### src/rtl/feature_row_splitter_pkg.sv
// Shared constants for the feature-row splitter: FSM encoding, default widths
// (kept in step with the convolution engine configuration) and ratio helpers.
package feature_row_splitter_pkg;

  localparam int IN_WIDTH_DEF  = 256;
  localparam int OUT_WIDTH_DEF = 64;
  localparam int COL_WIDTH_DEF = 12;
  localparam int ROW_WIDTH_DEF = 12;
  localparam int CHW_WIDTH_DEF = 8;

  localparam logic [1:0] ST_IDLE = 2'd0;
  localparam logic [1:0] ST_RUN  = 2'd1;
  localparam logic [1:0] ST_DONE = 2'd2;

  function automatic int ratio_of(input int in_w, input int out_w);
    return in_w / out_w;
  endfunction

  // A single-lane configuration still needs a 1-bit lane counter to stay legal.
  function automatic int lane_bits(input int ratio);
    return (ratio > 1) ? $clog2(ratio) : 1;
  endfunction

endpackage

### src/rtl/feature_row_splitter_frame_counter_chain.sv
// Channel-word / column / row cascade. Counters describe the word currently
// held (or the next one to load when the hold register is empty).
module frame_counter_chain
  import feature_row_splitter_pkg::*;
#(
  parameter int COL_WIDTH = COL_WIDTH_DEF,
  parameter int ROW_WIDTH = ROW_WIDTH_DEF,
  parameter int CHW_WIDTH = CHW_WIDTH_DEF
) (
  input  logic                 clk,
  input  logic                 rst,
  input  logic                 clear,
  input  logic                 advance,
  input  logic [CHW_WIDTH-1:0] chw_num,
  input  logic [COL_WIDTH-1:0] col_num,
  input  logic [ROW_WIDTH-1:0] row_num,
  output logic                 last_pixel,
  output logic                 last_row,
  output logic                 last_frame
);

  localparam logic [CHW_WIDTH-1:0] CHW_ONE = CHW_WIDTH'(1);
  localparam logic [COL_WIDTH-1:0] COL_ONE = COL_WIDTH'(1);
  localparam logic [ROW_WIDTH-1:0] ROW_ONE = ROW_WIDTH'(1);

  logic [CHW_WIDTH-1:0] chw_reg;
  logic [COL_WIDTH-1:0] col_reg;
  logic [ROW_WIDTH-1:0] row_reg;
  logic                 col_last;

  assign col_last   = (col_reg == col_num - COL_ONE);
  assign last_pixel = (chw_reg == chw_num - CHW_ONE);
  assign last_row   = last_pixel && col_last;
  assign last_frame = last_row && (row_reg == row_num - ROW_ONE);

  always_ff @(posedge clk) begin
    if (!rst || clear) begin
      chw_reg <= '0;
      col_reg <= '0;
      row_reg <= '0;
    end else if (advance) begin
      if (last_pixel) begin
        chw_reg <= '0;
        if (col_last) begin
          col_reg <= '0;
          row_reg <= last_frame ? '0 : row_reg + ROW_ONE;
        end else begin
          col_reg <= col_reg + COL_ONE;
        end
      end else begin
        chw_reg <= chw_reg + CHW_ONE;
      end
    end
  end

endmodule

### src/rtl/feature_row_splitter.sv
// Splits 256-bit feature-map words into narrower beats (LSB lane first) and
// tags each beat with pixel/row/frame boundary flags for one armed frame.
module feature_row_splitter
  import feature_row_splitter_pkg::*;
#(
  parameter int IN_WIDTH  = IN_WIDTH_DEF,
  parameter int OUT_WIDTH = OUT_WIDTH_DEF,
  parameter int COL_WIDTH = COL_WIDTH_DEF,
  parameter int ROW_WIDTH = ROW_WIDTH_DEF,
  parameter int CHW_WIDTH = CHW_WIDTH_DEF
) (
  input  logic                 clk,
  input  logic                 rst,
  input  logic                 Start,
  input  logic [COL_WIDTH-1:0] Col_Num,
  input  logic [ROW_WIDTH-1:0] Row_Num,
  input  logic [CHW_WIDTH-1:0] Ch_Words,
  input  logic [IN_WIDTH-1:0]  S_Data,
  input  logic                 S_Valid,
  output logic                 S_Ready,
  output logic [OUT_WIDTH-1:0] M_Data,
  output logic                 M_Valid,
  input  logic                 M_Ready,
  output logic                 M_Last_Pixel,
  output logic                 M_Last_Row,
  output logic                 M_Last_Frame,
  output logic                 Busy,
  output logic                 Done
);

  localparam int RATIO  = ratio_of(IN_WIDTH, OUT_WIDTH);
  localparam int LANE_W = lane_bits(RATIO);
  localparam logic [LANE_W-1:0] LANE_LAST = LANE_W'(RATIO - 1);

  logic [1:0]           state_reg, state_next;
  logic [IN_WIDTH-1:0]  hold_reg;
  logic                 hold_valid_reg;
  logic [LANE_W-1:0]    lane_reg;
  logic [COL_WIDTH-1:0] col_num_reg;
  logic [ROW_WIDTH-1:0] row_num_reg;
  logic [CHW_WIDTH-1:0] chw_num_reg;
  logic                 start_ok, lane_last, m_fire, s_fire, advance;
  logic                 last_pixel_word, last_row_word, last_frame_word;
  logic [OUT_WIDTH-1:0] lane_data [RATIO];

  generate
    for (genvar gi = 0; gi < RATIO; gi++) begin : g_lane
      assign lane_data[gi] = hold_reg[gi*OUT_WIDTH +: OUT_WIDTH];
    end
  endgenerate

  assign start_ok  = (state_reg == ST_IDLE) && Start &&
                     (|Col_Num) && (|Row_Num) && (|Ch_Words);
  assign lane_last = (lane_reg == LANE_LAST);
  assign m_fire    = hold_valid_reg && M_Ready;
  assign advance   = m_fire && lane_last;
  // Once the final word is held, no further upstream words are pulled.
  assign S_Ready   = (state_reg == ST_RUN) && !(hold_valid_reg && last_frame_word) &&
                     (!hold_valid_reg || (lane_last && M_Ready));
  assign s_fire    = S_Valid && S_Ready;

  assign M_Valid      = hold_valid_reg;
  assign M_Data       = hold_valid_reg ? lane_data[lane_reg] : '0;
  assign M_Last_Pixel = hold_valid_reg && lane_last && last_pixel_word;
  assign M_Last_Row   = hold_valid_reg && lane_last && last_row_word;
  assign M_Last_Frame = hold_valid_reg && lane_last && last_frame_word;
  assign Busy         = (state_reg == ST_RUN);
  assign Done         = (state_reg == ST_DONE);

  frame_counter_chain #(
    .COL_WIDTH (COL_WIDTH),
    .ROW_WIDTH (ROW_WIDTH),
    .CHW_WIDTH (CHW_WIDTH)
  ) u_counters (
    .clk        (clk),
    .rst        (rst),
    .clear      (start_ok),
    .advance    (advance),
    .chw_num    (chw_num_reg),
    .col_num    (col_num_reg),
    .row_num    (row_num_reg),
    .last_pixel (last_pixel_word),
    .last_row   (last_row_word),
    .last_frame (last_frame_word)
  );

  always_comb begin
    state_next = state_reg;
    case (state_reg)
      ST_IDLE: if (start_ok) state_next = ST_RUN;
      ST_RUN:  if (advance && last_frame_word) state_next = ST_DONE;
      ST_DONE: state_next = ST_IDLE;
      default: state_next = ST_IDLE;
    endcase
  end

  always_ff @(posedge clk) begin
    if (!rst) begin
      state_reg      <= ST_IDLE;
      hold_reg       <= '0;
      hold_valid_reg <= 1'b0;
      lane_reg       <= '0;
      col_num_reg    <= '0;
      row_num_reg    <= '0;
      chw_num_reg    <= '0;
    end else begin
      state_reg <= state_next;
      if (start_ok) begin
        col_num_reg <= Col_Num;
        row_num_reg <= Row_Num;
        chw_num_reg <= Ch_Words;
      end
      // A load on the last-lane handshake takes priority over clearing the hold.
      if (s_fire) begin
        hold_reg       <= S_Data;
        hold_valid_reg <= 1'b1;
        lane_reg       <= '0;
      end else if (m_fire) begin
        if (lane_last) hold_valid_reg <= 1'b0;
        else           lane_reg       <= lane_reg + LANE_W'(1);
      end
    end
  end

endmodule

### config.mk
export PLATFORM = sky130hd
export DESIGN_NAME = feature_row_splitter
export DESIGN_NICKNAME = d
export VERILOG_FILES = /design/src/rtl/feature_row_splitter_pkg.sv /design/src/rtl/feature_row_splitter_frame_counter_chain.sv /design/src/rtl/feature_row_splitter.sv
export SDC_FILE = /design/constraint.sdc
export NUM_CORES = 1
export LEC_CHECK = 0
export BUFFER_PORTS_ARGS = -buffer_cell sky130_fd_sc_hd__buf_4
export CAP_MARGIN = 30
export CORE_MARGIN = 2
export CORE_UTILIZATION = 49
export CTS_CLUSTER_DIAMETER = 100
export DETAILED_ROUTE_END_ITERATION = 10
export PLACE_DENSITY = 0.78
export SLEW_MARGIN = 30
export SYNTH_ARGS = -nofsm -noshare
export SYNTH_HDL_FRONTEND = slang
export SYNTH_SLANG_ARGS = --single-unit
### constraint.sdc
create_clock -name clk -period 3.51 [get_ports clk]
set_input_delay 0.351 -clock clk [delete_from_list [all_inputs] [get_ports clk]]
set_output_delay 0.351 -clock clk [all_outputs]
set_load 0.005 [all_outputs]
==> report_table.html, run 1 <==
<table>
<tr><th>Metric</th><th>Value</th></tr>
<tr><th colspan="2">Critical path</th></tr>
<tr><td>Required time worst endpoint</td><td>3.16 ns</td></tr>
<tr><td>Type of the setup path with the least slack</td><td>flip-flop to primary output</td></tr>
<tr><td>CP max FO</td><td>9</td></tr>
<tr><td>Type of destination of the critical path</td><td>primary output</td></tr>
<tr><td>Worst EP arrival</td><td>between 3 and 4 ns</td></tr>
<tr><td>Element type at the critical path start</td><td>flip-flop</td></tr>
<tr><th colspan="2">Floorplan</th></tr>
<tr><td>Total die area</td><td>about 35000 um^2</td></tr>
<tr><td>Die H</td><td>186 um</td></tr>
<tr><td>I/O pin cnt</td><td>about 360</td></tr>
<tr><td>Die X-Extent</td><td>approximately 190 um</td></tr>
<tr><td>Core region area</td><td>32500 um^2</td></tr>
<tr><td>Standard-cell rows</td><td>66</td></tr>
<tr><td>Initial standard-cell utilization of the core</td><td>about half</td></tr>
<tr><th colspan="2">Placement</th></tr>
<tr><td>Final weighted congestion in routability-driven placement</td><td>around 0.89</td></tr>
<tr><td>Placed wire-length estimate after detailed placement</td><td>slightly above 30 mm</td></tr>
<tr><td>Number of port buffers</td><td>between 300 and 400</td></tr>
<tr><td>Placement-stage worst setup slack</td><td>0.270 ns</td></tr>
<tr><th colspan="2">CTS</th></tr>
<tr><td>Max H-tree Level</td><td>2</td></tr>
<tr><td>Hold-fix buffers, CTS</td><td>0</td></tr>
<tr><td>Clock slew seen by the registers of the worst setup and hold paths</td><td>0.06 ns</td></tr>
<tr><td>Number of buffers inserted during clock tree synthesis</td><td>36</td></tr>
<tr><td>Longest Clk Path Bufs</td><td>3</td></tr>
<tr><td>Clock root buffer master</td><td>clkbuf_16</td></tr>
<tr><td>Clock sink total</td><td>~330</td></tr>
<tr><td>Worst-Skew Late Latency</td><td>around 0.53 ns</td></tr>
<tr><td>CTS tree</td><td>done</td></tr>
<tr><th colspan="2">Yosys</th></tr>
<tr><td>Register area share after synthesis</td><td>40.2%</td></tr>
<tr><td>Library cell with the largest summed area after synthesis</td><td>dfxtp_1</td></tr>
<tr><td>Syn Area/Cell</td><td>between 9 and 10 um^2</td></tr>
<tr><td>Number of enable-type register cells in the synthesized netlist</td><td>0</td></tr>
<tr><td>Ys flop type</td><td>dfxtp_1</td></tr>
<tr><td>Synth async-reset ratio</td><td>0%</td></tr>
<tr><td>Net count after synthesis</td><td>2089</td></tr>
<tr><td>Post-Synthesis Cell Area</td><td>roughly 16000 um^2</td></tr>
<tr><td>Top-area cell type share of the netlist area</td><td>between 40% and 50%</td></tr>
<tr><td>Number of storage elements in the synthesis netlist</td><td>between 300 and 400</td></tr>
<tr><td>Total number of yosys warnings</td><td>0</td></tr>
<tr><td>Synthesized netlist cell count</td><td>1789</td></tr>
<tr><td>Number of library cell types mapped by synthesis</td><td>between 50 and 60</td></tr>
<tr><td>Synth top area cells</td><td>dfxtp_1, mux2i_1, nand2_1, mux4_2, and2_1</td></tr>
<tr><th colspan="2">STA</th></tr>
<tr><td>Minimum setup slack in the final design</td><td>0.0224 ns</td></tr>
<tr><td>Max transition margin</td><td>between 40% and 50%</td></tr>
<tr><td>Final TNS setup</td><td>0 ns</td></tr>
<tr><td>Slew of the pin with the lowest slew margin</td><td>0.853 ns</td></tr>
<tr><td>Time the final worst path needs with I/O delays and setup</td><td>between 3 and 4 ns</td></tr>
<tr><td>Slew Viols, Final</td><td>0</td></tr>
<tr><td>Final setup violation count</td><td>0</td></tr>
<tr><td>Total count of hold-check failures in the final report</td><td>0</td></tr>
<tr><td>Final critical-path share of the clock period</td><td>99.4%</td></tr>
<tr><td>Final clock skew</td><td>between 0.03 and 0.04 ns</td></tr>
<tr><td>Maximum operating frequency</td><td>between 200 and 300 MHz</td></tr>
<tr><th colspan="2">Drt</th></tr>
<tr><td>Total number of vias</td><td>13600</td></tr>
<tr><td>Detailed router's first-iteration violation count</td><td>around 870</td></tr>
<tr><td>Mean routed wirelength per cell</td><td>17.1 um</td></tr>
<tr><td>Post-Route WL</td><td>between 40 and 50 mm</td></tr>
<tr><td>Count of antenna-violating nets left after detailed routing</td><td>0</td></tr>
<tr><td>Remaining DRCs</td><td>0</td></tr>
<tr><td>Routed vias/inst</td><td>approximately 5.3</td></tr>
<tr><td>1st-pass router iterations</td><td>5</td></tr>
<tr><th colspan="2">Flow run</th></tr>
<tr><td>Number of maximum-capacitance violations</td><td>0</td></tr>
<tr><th colspan="2">Global route</th></tr>
<tr><td>Congestion Overflow GR</td><td>0</td></tr>
<tr><td>Number of antenna violations at the first check in global routing</td><td>2</td></tr>
<tr><td>GR Util All Layers</td><td>24.5%</td></tr>
<tr><td>Global-route wire length before repair</td><td>about 67 mm</td></tr>
<tr><td>Pin count of the biggest net entering global routing</td><td>166</td></tr>
<tr><td>Via count of the first global-routing pass</td><td>around 13000</td></tr>
<tr><th colspan="2">Outcome</th></tr>
<tr><td>Outcome</td><td>finished clean</td></tr>
<tr><th colspan="2">Power and ir drop</th></tr>
<tr><td>Portion of total power attributed to sequential cells</td><td>between 40% and 50%</td></tr>
<tr><td>Share of power burned in combinational logic</td><td>around an eighth</td></tr>
<tr><td>Final total power</td><td>about 0.009 W</td></tr>
<tr><td>Net switching power</td><td>0.00221 W</td></tr>
<tr><td>Leakage power figure</td><td>between 8 and 9 nW</td></tr>
<tr><td>Worst supply voltage drop on vdd</td><td>around 0.36 mV</td></tr>
<tr><td>Power share of the clock group</td><td>43.2%</td></tr>
<tr><td>Internal power summed over all cells</td><td>about 0.0067 W</td></tr>
<tr><td>Fraction of power spent switching nets</td><td>around 25%</td></tr>
<tr><td>Power density normalized to cell area</td><td>435 nW/um^2</td></tr>
<tr><th colspan="2">Final layout</th></tr>
<tr><td>Ratio of cells with drive above 1 in the final layout</td><td>approximately a quarter</td></tr>
<tr><td>Net count of the finished layout</td><td>between 2000 and 2500</td></tr>
<tr><td>Max reg flops</td><td>about 260</td></tr>
<tr><td>Most common library cell in the layout ignoring fill and taps</td><td>nand2_1</td></tr>
<tr><td>Fill cells</td><td>around 2700</td></tr>
<tr><td>Final Core Density</td><td>62.9%</td></tr>
<tr><td>Layout overhead on the synthesized area</td><td>26.4%</td></tr>
<tr><td>Highest-count cells in the layout ignoring fill and taps</td><td>nand2_1, buf_4, dfxtp_1</td></tr>
<tr><th colspan="2">Min path</th></tr>
<tr><td>Classification of the worst-slack hold path</td><td>primary input to flip-flop</td></tr>
</table>
power by group through the flow:
stage               clock [W]  sequential [W]  combinational (W)
finish                0.00385         0.00395            0.00111
global route          0.00405         0.00396            0.00121
CTS                   0.00390         0.00394            0.00110
detailed placement          0         0.00402            0.00109
global placement            0         0.00401            0.00106
floorplan                   0         0.00399           0.000686
critical path: stages (launching register included):
cell and delay [ns]:
dfxtp_2 0.36, or4_4 0.59, a2111oi_0 0.46, nor3_1 0.08
o21bai_1 0.30, a2111oi_4 0.16, a31o_1 0.26, a21oi_1 0.25
buf_4 0.17
cell usage after synthesis, drive strengths merged (20+ instances only):
| cell | instances |
|---|---|
| buf | 38 |
| xor2 | 23 |
| nand2 | 607 |
| mux4 | 64 |
| nand4 | 20 |
| mux2i | 260 |
| a21boi | 38 |
| dfxtp | 325 |
| nor2 | 35 |
| clkbuf | 93 |
| xnor2 | 29 |
| and2 | 69 |
routing by layer:
metal  vias to the layer above  part of all wire, %  track usage (%)
met5                         -                    0                0
met4                         0                  3.4             8.76
met3                        87                  7.8             5.97
met2                       456                   47             40.5
met1                      6408                   42             31.3
li1                       6649                    -                -
through the flow:
step / cell area (um^2) / std cells / hold slack [ns]
floorplan: 16200 / 1789 / 0.432
global placement: 19200 / 2485 / 0.438
detailed placement: 19200 / 2485 / 0.443
CTS: 20400 / 2550 / 0.0590
global route: 20500 / 2552 / 0.0668
finish: 20500 / 2554 / 0.0709
logic make-up after synthesis:
| kind of cell | after synthesis | share of synthesized area (%) |
|---|---|---|
| AND/OR/NAND/NOR | 834 | 22.4 |
| flip-flops | 325 | 40.2 |
| multiplexers | 324 | 25.0 |
| buffers and inverters | 148 | 4.61 |
| AO/OA/AOI/OAI | 99 | 4.50 |
| XOR/XNOR | 52 | 2.81 |
| adder cells (fa/ha/maj) | 7 | 0.541 |
timing repair:
action                     4_1_cts  5_1_grt
setup buffers                    1        2
gates cloned                     0        0
pin swaps                        3        5
gates resized for setup          8       12
setup endpoints to repair        2        8
layout make-up:
cell class | count | area [um^2] | share of cell area, %
diodes | 2 | 5.00 | 0.0245
clock buffers | 47 | 1020 | 5.00
clock inverters | 17 | 183 | 0.893
inverters | 17 | 63.8 | 0.312
multi-input cells | 1316 | 9020 | 44.1
flip-flops and latches | 325 | 6520 | 31.9
well taps | 442 | 553 | 2.70
repair buffers | 388 | 3100 | 15.1
worst paths after layout:
kind	from	to	slack, ns	cells past startpoint
setup / recovery	col_num_reg[5]	S_Ready	0.02	8
hold / removal	S_Data[107]	hold_reg[107]	0.07	3
setup reg to reg	col_num_reg[5]	hold_reg[52]	0.11	11
hold reg to reg	hold_reg[230]	hold_reg[230]	0.45	2
Note: power is estimated with default switching activity, not from simulation.
==> run 2, diff against run 1 <==
--- a/config.mk
+++ b/config.mk
@@ -7,6 +7,7 @@
 export LEC_CHECK = 0
 export BUFFER_PORTS_ARGS = -buffer_cell sky130_fd_sc_hd__buf_4
 export CAP_MARGIN = 30
+export CORE_ASPECT_RATIO = 0.5
 export CORE_MARGIN = 2
 export CORE_UTILIZATION = 49
 export CTS_CLUSTER_DIAMETER = 100
==> constraint.sdc (replaced) <==
create_clock -name clk -period 4.25 [get_ports clk]
set_input_delay 0.425 -clock clk [delete_from_list [all_inputs] [get_ports clk]]
set_output_delay 0.425 -clock clk [all_outputs]
set_load 0.005 [all_outputs]
==> report_table.html, run 2 (synthesis results as in run 1) <==
<table>
<tr><th>Metric</th><th>Value</th></tr>
<tr><th colspan="2">STA</th></tr>
<tr><td>Final critical-path share of the clock period</td><td>between 90% and 100%</td></tr>
<tr><td>Final TNS setup</td><td>0 ns (unchanged)</td></tr>
<tr><td>Setup repair after global routing missed its margin</td><td>no</td></tr>
<tr><td>Slew Viols, Final</td><td>0 (unchanged)</td></tr>
<tr><td>Final clock skew</td><td>0.0223 ns (-0.00807 ns)</td></tr>
<tr><td>Time the final worst path needs with I/O delays and setup</td><td>between 3 and 4 ns</td></tr>
<tr><td>Max transition margin</td><td>44.5% (+1.4 points)</td></tr>
<tr><td>Maximum operating frequency</td><td>~260 MHz</td></tr>
<tr><td>Minimum setup slack in the final design</td><td>0.339 ns (+0.316 ns)</td></tr>
<tr><td>Final setup violation count</td><td>0 (unchanged)</td></tr>
<tr><td>Slew of the pin with the lowest slew margin</td><td>0.833 ns (-0.0194 ns)</td></tr>
<tr><td>Total count of hold-check failures in the final report</td><td>0 (unchanged)</td></tr>
<tr><th colspan="2">Final layout</th></tr>
<tr><td>Highest-count cells in the layout ignoring fill and taps</td><td>nand2_1, buf_4, dfxtp_1</td></tr>
<tr><td>Net count of the finished layout</td><td>2374 (-0.42%)</td></tr>
<tr><td>Max reg flops</td><td>256 (unchanged)</td></tr>
<tr><td>Layout Cells excl Fill</td><td>2532 (-0.86%)</td></tr>
<tr><td>Ratio of cells with drive above 1 in the final layout</td><td>24.4% (-1.3 points)</td></tr>
<tr><td>Most common library cell in the layout ignoring fill and taps</td><td>nand2_1</td></tr>
<tr><td>Layout overhead on the synthesized area</td><td>23.8%</td></tr>
<tr><th colspan="2">CTS</th></tr>
<tr><td>Post-CTS Setup Repair Bufs</td><td>0 (-1)</td></tr>
<tr><td>Hold-fix buffers, CTS</td><td>0 (unchanged)</td></tr>
<tr><td>CTS-repair resized insts</td><td>0 (-8)</td></tr>
<tr><td>Clock sink total</td><td>325 (unchanged)</td></tr>
<tr><td>Number of buffers inserted during clock tree synthesis</td><td>31 (-14%)</td></tr>
<tr><td>Clock root buffer master</td><td>clkbuf_16</td></tr>
<tr><td>Max H-tree Level</td><td>1 (-1)</td></tr>
<tr><td>Clock slew seen by the registers of the worst setup and hold paths</td><td>0.07 ns (about the same)</td></tr>
<tr><td>Longest Clk Path Bufs</td><td>3 (unchanged)</td></tr>
<tr><td>Worst-Skew Late Latency</td><td>0.58 ns (+0.05 ns)</td></tr>
<tr><td>CTS tree</td><td>done</td></tr>
<tr><th colspan="2">Drt</th></tr>
<tr><td>Routed vias/inst</td><td>5.23 (-1.7%)</td></tr>
<tr><td>Mean routed wirelength per cell</td><td>16.5 um (-3.6%)</td></tr>
<tr><td>Count of antenna-violating nets left after detailed routing</td><td>0 (unchanged)</td></tr>
<tr><td>Total number of vias</td><td>13253 (-2.6%)</td></tr>
<tr><td>Post-Route WL</td><td>41.7 mm (-4.4%)</td></tr>
<tr><td>Detailed router's first-iteration violation count</td><td>855 (-2.1%)</td></tr>
<tr><td>Remaining DRCs</td><td>0 (unchanged)</td></tr>
<tr><td>1st-pass router iterations</td><td>5 (unchanged)</td></tr>
<tr><th colspan="2">Floorplan</th></tr>
<tr><td>Initial standard-cell utilization of the core</td><td>50.4% (+0.65 points)</td></tr>
<tr><td>Die H</td><td>133 um (-29%)</td></tr>
<tr><td>Standard-cell rows</td><td>46 (-30%)</td></tr>
<tr><td>Die X-Extent</td><td>261 um (+41%)</td></tr>
<tr><td>I/O pin cnt</td><td>364 (unchanged)</td></tr>
<tr><td>Core region area</td><td>32100 um^2 (-1.3%)</td></tr>
<tr><td>Total die area</td><td>34600 um^2 (+0.26%)</td></tr>
<tr><th colspan="2">Power and ir drop</th></tr>
<tr><td>Final total power</td><td>0.00693 W (-22%)</td></tr>
<tr><td>Share of power burned in combinational logic</td><td>12.6% (about the same)</td></tr>
<tr><td>Net switching power</td><td>0.00173 W (-22%)</td></tr>
<tr><td>Portion of total power attributed to sequential cells</td><td>47.0% (+2.7 points)</td></tr>
<tr><td>Worst supply voltage drop on vdd</td><td>0.266 mV (-26%)</td></tr>
<tr><td>Internal power summed over all cells</td><td>0.00520 W (-22%)</td></tr>
<tr><td>Leakage power figure</td><td>7.93 nW (-2.1%)</td></tr>
<tr><td>Power density normalized to cell area</td><td>346 nW/um^2 (-21%)</td></tr>
<tr><td>Fraction of power spent switching nets</td><td>25.0% (+0.20 points)</td></tr>
<tr><td>Power share of the clock group</td><td>40.5% (-2.7 points)</td></tr>
<tr><th colspan="2">Min path</th></tr>
<tr><td>Classification of the worst-slack hold path</td><td>primary input to flip-flop</td></tr>
<tr><th colspan="2">Placement</th></tr>
<tr><td>Number of cells in the design after placement</td><td>2473 (-0.48%)</td></tr>
<tr><td>Number of port buffers</td><td>363 (unchanged)</td></tr>
<tr><td>Final weighted congestion in routability-driven placement</td><td>0.868 (-2.0%)</td></tr>
<tr><td>Placed wire-length estimate after detailed placement</td><td>29.1 mm (-3.7%)</td></tr>
<tr><td>Placement-stage worst setup slack</td><td>0.592 ns (+0.322 ns)</td></tr>
<tr><th colspan="2">Critical path</th></tr>
<tr><td>Type of destination of the critical path</td><td>primary output</td></tr>
<tr><td>Required time worst endpoint</td><td>3.83 ns (+0.67 ns)</td></tr>
<tr><td>Element type at the critical path start</td><td>flip-flop</td></tr>
<tr><td>Type of the setup path with the least slack</td><td>flip-flop to primary output</td></tr>
<tr><td>CP max FO</td><td>9 (unchanged)</td></tr>
<tr><td>Worst EP arrival</td><td>3.49 ns (+0.35 ns)</td></tr>
<tr><th colspan="2">Flow run</th></tr>
<tr><td>Number of maximum-capacitance violations</td><td>0 (unchanged)</td></tr>
<tr><th colspan="2">Global route</th></tr>
<tr><td>Number of antenna violations at the first check in global routing</td><td>2 (unchanged)</td></tr>
<tr><td>Global-route wire length before repair</td><td>66.1 mm (-1.9%)</td></tr>
<tr><td>Congestion Overflow GR</td><td>0 (unchanged)</td></tr>
<tr><td>Via count of the first global-routing pass</td><td>12760 (-4.0%)</td></tr>
<tr><td>GR Util All Layers</td><td>23.5% (-1.1 points)</td></tr>
<tr><td>Pin count of the biggest net entering global routing</td><td>173 (+4.2%)</td></tr>
<tr><th colspan="2">Outcome</th></tr>
<tr><td>Outcome</td><td>finished clean</td></tr>
</table>
run 2: final cells by class:
type                    instances  area, um^2
diodes                          2        5.00
clock buffers                  44         886
clock inverters                13         131
fillers                      2720       12100
inverters                      17        63.8
multi-input cells            1316        8950
flip-flops and latches        325        6520
well taps                     432         541
repair buffers                383        2950
run 2: path summary, 6_finish.rpt:
check / cells after the start / end / slack, ns / from
max: 10 / S_Ready / 0.34 / col_num_reg[0]
min: 3 / hold_reg[179] / 0.09 / S_Data[179]
max reg2reg: 10 / u_counters.row_reg[8] / 0.56 / col_num_reg[0]
min reg2reg: 2 / hold_reg[222] / 0.45 / hold_reg[222]
run 2: metrics by stage:
stage	cell area [um^2]	hold WS, ns	utilization (%)
3_5_place_dp	19000	0.445	59.2
3_3_place_gp	19000	0.439	59.2
2_1_floorplan	16200	0.432	-
6_report	20000	0.0903	62.4
4_1_cts	20000	0.0598	62.4
5_1_grt	20000	0.0755	62.4
run 2: layer usage:
| metal | global-route usage, % | wire length (um) |
|---|---|---|
| met5 | 0 | 0 |
| met4 | 10.6 | 2020 |
| met3 | 2.76 | 1320 |
| met2 | 39.6 | 20100 |
| met1 | 30.3 | 18300 |
run 2: power groups by stage:
| stage | combinational (W) | clock, W | sequential [W] |
|---|---|---|---|
| 2_1_floorplan | 0.000566 | 0 | 0.00329 |
| 3_3_place_gp | 0.000855 | 0 | 0.00332 |
| 3_5_place_dp | 0.000871 | 0 | 0.00332 |
| 4_1_cts | 0.000874 | 0.00287 | 0.00326 |
| 5_1_grt | 0.000953 | 0.00302 | 0.00327 |
| 6_report | 0.000870 | 0.00281 | 0.00326 |
run 2: critical path: stages (launching register included):
cell and delay, ns:
dfxtp_1 0.40, inv_1 0.06, ha_1 0.30, nor2b_1 0.17
or3_1 0.34, a31oi_1 0.19, nand4_1 0.21, a2111oi_4 0.65
a31o_1 0.30, a21oi_1 0.10, buf_4 0.20
==> run 3, diff against run 2 <==
--- a/config.mk
+++ b/config.mk
@@ -9,11 +9,12 @@
 export CAP_MARGIN = 30
 export CORE_ASPECT_RATIO = 0.5
 export CORE_MARGIN = 2
-export CORE_UTILIZATION = 49
+export CORE_UTILIZATION = 40
 export CTS_CLUSTER_DIAMETER = 100
 export DETAILED_ROUTE_END_ITERATION = 10
-export PLACE_DENSITY = 0.78
+export PLACE_DENSITY = 0.67
 export SLEW_MARGIN = 30
 export SYNTH_ARGS = -nofsm -noshare
 export SYNTH_HDL_FRONTEND = slang
+export SYNTH_HIERARCHICAL = 1
 export SYNTH_SLANG_ARGS = --single-unit
==> report_table.html, run 3 <==
<table>
<tr><th>Metric</th><th>Value</th></tr>
<tr><th colspan="2">Outcome</th></tr>
<tr><td>Outcome</td><td>finished clean</td></tr>
<tr><th colspan="2">Placement</th></tr>
<tr><td>Number of cells in the design after placement</td><td>2564 (+3.7%)</td></tr>
<tr><td>Number of port buffers</td><td>363 (unchanged)</td></tr>
<tr><td>Final weighted congestion in routability-driven placement</td><td>0.835 (-3.7%)</td></tr>
<tr><td>Placed wire-length estimate after detailed placement</td><td>29.8 mm (+2.2%)</td></tr>
<tr><th colspan="2">STA</th></tr>
<tr><td>Max transition margin</td><td>45.6% (+1.2 points)</td></tr>
<tr><td>Slew Viols, Final</td><td>0 (unchanged)</td></tr>
<tr><td>Time the final worst path needs with I/O delays and setup</td><td>4.01 ns (+0.0971 ns)</td></tr>
<tr><td>Final TNS setup</td><td>0 ns (unchanged)</td></tr>
<tr><td>Maximum operating frequency</td><td>249 MHz (-2.4%)</td></tr>
<tr><td>Final clock skew</td><td>0.0125 ns (-0.00979 ns)</td></tr>
<tr><td>Final setup violation count</td><td>0 (unchanged)</td></tr>
<tr><td>Final critical-path share of the clock period</td><td>94.3% (+2.3 points)</td></tr>
<tr><td>Setup repair after global routing missed its margin</td><td>no</td></tr>
<tr><td>Slew of the pin with the lowest slew margin</td><td>0.816 ns (-0.0175 ns)</td></tr>
<tr><td>Total count of hold-check failures in the final report</td><td>0 (unchanged)</td></tr>
<tr><th colspan="2">Yosys</th></tr>
<tr><td>Most frequently used cell type in the post-synthesis netlist</td><td>nand2_1</td></tr>
<tr><td>Total number of yosys warnings</td><td>6 (+6)</td></tr>
<tr><td>Synth async-reset ratio</td><td>0% (unchanged)</td></tr>
<tr><td>Syn Area/Cell</td><td>8.81 um^2 (-2.6%)</td></tr>
<tr><td>Register area share after synthesis</td><td>41.8% (+1.6 points)</td></tr>
<tr><td>Synthesized netlist cell count</td><td>1767 (-1.2%)</td></tr>
<tr><td>Top-area cell type share of the netlist area</td><td>41.8% (+1.6 points)</td></tr>
<tr><td>Library cell with the largest summed area after synthesis</td><td>dfxtp_1</td></tr>
<tr><td>Post-Synthesis Cell Area</td><td>15600 um^2 (-3.8%)</td></tr>
<tr><td>Number of library cell types mapped by synthesis</td><td>60 (+3.4%)</td></tr>
<tr><td>Ys flop type</td><td>dfxtp_1</td></tr>
<tr><td>Complex-gate fraction of the synthesized area</td><td>14.8% (+10 points)</td></tr>
<tr><td>Xor and xnor fraction of the mapped netlist area</td><td>3.37% (+0.56 points)</td></tr>
<tr><td>Net count after synthesis</td><td>2067 (-1.1%)</td></tr>
<tr><td>Multiplexer fraction of the synthesized cell area</td><td>11.6% (-13 points)</td></tr>
<tr><td>Simple-Gate Fraction of Synth Area</td><td>23.3% (+0.91 points)</td></tr>
<tr><td>Fraction of the mapped netlist area in adder cells</td><td>0.562% (+0.021 points)</td></tr>
<tr><td>Synth top area cells</td><td>dfxtp_1, nand2_1, a21boi_1, mux4_2, and2_1</td></tr>
<tr><td>Number of storage elements in the synthesis netlist</td><td>325 (unchanged)</td></tr>
<tr><td>Post-synth top cells</td><td>nand2_1, dfxtp_1, a21boi_1, and2_1, mux4_2</td></tr>
<tr><td>Number of enable-type register cells in the synthesized netlist</td><td>0 (unchanged)</td></tr>
<tr><td>Dominant combinational cell family by area after synthesis</td><td>simple AND/OR/NAND/NOR gates</td></tr>
<tr><th colspan="2">CTS</th></tr>
<tr><td>Number of buffers inserted during clock tree synthesis</td><td>31 (unchanged)</td></tr>
<tr><td>Clock sink total</td><td>325 (unchanged)</td></tr>
<tr><td>Clock root buffer master</td><td>clkbuf_16</td></tr>
<tr><td>Clock slew seen by the registers of the worst setup and hold paths</td><td>0.07 ns (about the same)</td></tr>
<tr><td>Worst-Skew Late Latency</td><td>0.58 ns (about the same)</td></tr>
<tr><td>Longest Clk Path Bufs</td><td>3 (unchanged)</td></tr>
<tr><td>Max H-tree Level</td><td>1 (unchanged)</td></tr>
<tr><td>Hold-fix buffers, CTS</td><td>0 (unchanged)</td></tr>
<tr><td>CTS tree</td><td>done</td></tr>
<tr><th colspan="2">Final layout</th></tr>
<tr><td>Highest-count cells in the layout ignoring fill and taps</td><td>nand2_1, buf_4, dfxtp_1</td></tr>
<tr><td>Max reg flops</td><td>256 (unchanged)</td></tr>
<tr><td>Ratio of cells with drive above 1 in the final layout</td><td>25.2% (+0.83 points)</td></tr>
<tr><td>Fill cells</td><td>3650 (+34%)</td></tr>
<tr><td>Layout Cells excl Fill</td><td>2625 (+3.7%)</td></tr>
<tr><td>Net count of the finished layout</td><td>2369 (-0.21%)</td></tr>
<tr><td>Layout overhead on the synthesized area</td><td>27.1%</td></tr>
<tr><td>Most common library cell in the layout ignoring fill and taps</td><td>nand2_1</td></tr>
<tr><th colspan="2">Power and ir drop</th></tr>
<tr><td>Worst supply voltage drop on vdd</td><td>0.304 mV (+14%)</td></tr>
<tr><td>Leakage power figure</td><td>7.74 nW (-2.4%)</td></tr>
<tr><td>Power density normalized to cell area</td><td>353 nW/um^2 (+1.9%)</td></tr>
<tr><th colspan="2">Min path</th></tr>
<tr><td>Hold path startpoint</td><td>S_Data[75]</td></tr>
<tr><td>Classification of the worst-slack hold path</td><td>primary input to flip-flop</td></tr>
<tr><th colspan="2">Global route</th></tr>
<tr><td>Via count of the first global-routing pass</td><td>12570 (-1.5%)</td></tr>
<tr><td>Pin count of the biggest net entering global routing</td><td>197 (+14%)</td></tr>
<tr><td>Number of antenna violations at the first check in global routing</td><td>3 (+1)</td></tr>
<tr><td>Global-route wire length before repair</td><td>67.0 mm (+1.4%)</td></tr>
<tr><td>Congestion Overflow GR</td><td>0 (unchanged)</td></tr>
<tr><td>GR Util All Layers</td><td>20.3% (-3.2 points)</td></tr>
<tr><th colspan="2">Floorplan</th></tr>
<tr><td>Total die area</td><td>40600 um^2 (+17%)</td></tr>
<tr><td>Die X-Extent</td><td>283 um (+8.4%)</td></tr>
<tr><td>Die H</td><td>144 um (+8.3%)</td></tr>
<tr><td>Standard-cell rows</td><td>51 (+11%)</td></tr>
<tr><td>Core region area</td><td>38600 um^2 (+20%)</td></tr>
<tr><td>I/O pin cnt</td><td>364 (unchanged)</td></tr>
<tr><td>Initial standard-cell utilization of the core</td><td>40.3% (-10 points)</td></tr>
<tr><th colspan="2">Critical path</th></tr>
<tr><td>Worst EP arrival</td><td>3.58 ns (+0.09 ns)</td></tr>
<tr><td>CP max FO</td><td>7 (-2)</td></tr>
<tr><td>Type of the setup path with the least slack</td><td>flip-flop to primary output</td></tr>
<tr><td>Required time worst endpoint</td><td>3.83 ns (about the same)</td></tr>
<tr><td>Worst reg2reg startpoint</td><td>col_num_reg[1]</td></tr>
<tr><td>Launching instance or port of the critical path</td><td>col_num_reg[1]</td></tr>
<tr><td>Type of destination of the critical path</td><td>primary output</td></tr>
<tr><td>Element type at the critical path start</td><td>flip-flop</td></tr>
<tr><th colspan="2">Drt</th></tr>
<tr><td>1st-pass router iterations</td><td>5 (unchanged)</td></tr>
<tr><td>Post-Route WL</td><td>43.1 mm (+3.5%)</td></tr>
<tr><td>Mean routed wirelength per cell</td><td>16.4 um (-0.19%)</td></tr>
<tr><td>Routed vias/inst</td><td>4.96 (-5.2%)</td></tr>
<tr><td>Remaining DRCs</td><td>0 (unchanged)</td></tr>
<tr><td>Detailed router's first-iteration violation count</td><td>779 (-8.9%)</td></tr>
<tr><td>Count of antenna-violating nets left after detailed routing</td><td>0 (unchanged)</td></tr>
<tr><td>Total number of vias</td><td>13024 (-1.7%)</td></tr>
<tr><th colspan="2">Flow run</th></tr>
<tr><td>Number of maximum-capacitance violations</td><td>0 (unchanged)</td></tr>
</table>
## run 3: final cells by class
class | count | area [um^2] | area share (%)
diodes | 3 | 7.51 | 0.0379
clock buffers | 45 | 920 | 4.64
clock inverters | 11 | 121 | 0.613
inverters | 12 | 45.0 | 0.228
multi-input cells | 1305 | 8410 | 42.5
flip-flops and latches | 325 | 6520 | 32.9
well taps | 530 | 663 | 3.35
repair buffers | 394 | 3120 | 15.7
## run 3: repair_timing
item,CTS,global route
setup endpoints to repair,1,3
buffers inserted,1,1
pin swaps,0,3
gates resized for setup,3,8
## run 3: path summary, 6_finish.rpt
kind                            cells after the start  slack [ns]            end
worst max-delay path                               13        0.24        S_Ready
worst min-delay path                                3        0.09   hold_reg[75]
worst max register to register                     15        0.47   hold_reg[56]
worst min register to register                      2        0.45  hold_reg[253]
## run 3: layer usage
layer  part of all wire (%)  vias up  GRT usage (%)
met5                      0        -              0
met4                    4.1        0           8.38
met3                    2.6       82           2.83
met2                     51      183           36.3
met1                     43     6190           24.9
li1                       -     6569              -
## run 3: report_power, final
group / internal (W) / switching (W) / total, W
Sequential: 0.00317 / 0.0000784 / 0.00325
Clock: 0.00162 / 0.00123 / 0.00286
Combinational: 0.000470 / 0.000411 / 0.000881
## run 3: stage by stage
| step | worst slack, ns | hold slack [ns] | power, W | area, um^2 | utilization (%) |
|---|---|---|---|---|---|
| after floorplan | 0.812 | 0.432 | 0.00382 | 15600 | - |
| after global routing | 0.000872 | 0.0615 | 0.00729 | 19800 | 51.3 |
| after detailed placement | 0.299 | 0.443 | 0.00419 | 18700 | 48.4 |
| final | 0.242 | 0.0878 | 0.00698 | 19800 | 51.3 |
| after CTS | 0.0127 | 0.0616 | 0.00706 | 19800 | 51.2 |
| after global placement | 0.403 | 0.438 | 0.00418 | 18700 | 48.4 |
## run 3: cell families (layout without fill, tap and decap cells)
family | count (synthesis) | count (layout)
xor+xnor | 60 | 60
other cells | 0 | 3
simple gates | 828 | 828
flops | 325 | 325
buf+inv | 137 | 462
fa+ha+maj | 7 | 7
compound gates | 309 | 309
mux | 101 | 101
## run 3: critical path, cell delays in order, from the launching register on
cell	delay (ns)
dfxtp_1	0.35
inv_1	0.11
ha_4	0.18
or4b_4	0.49
or3_1	0.31
a222oi_1	0.37
o31ai_2	0.17
nor3_4	0.20
nand2_4	0.11
nor2_4	0.14
and3b_2	0.28
nor2_4	0.11
nor2_1	0.05
buf_4	0.13
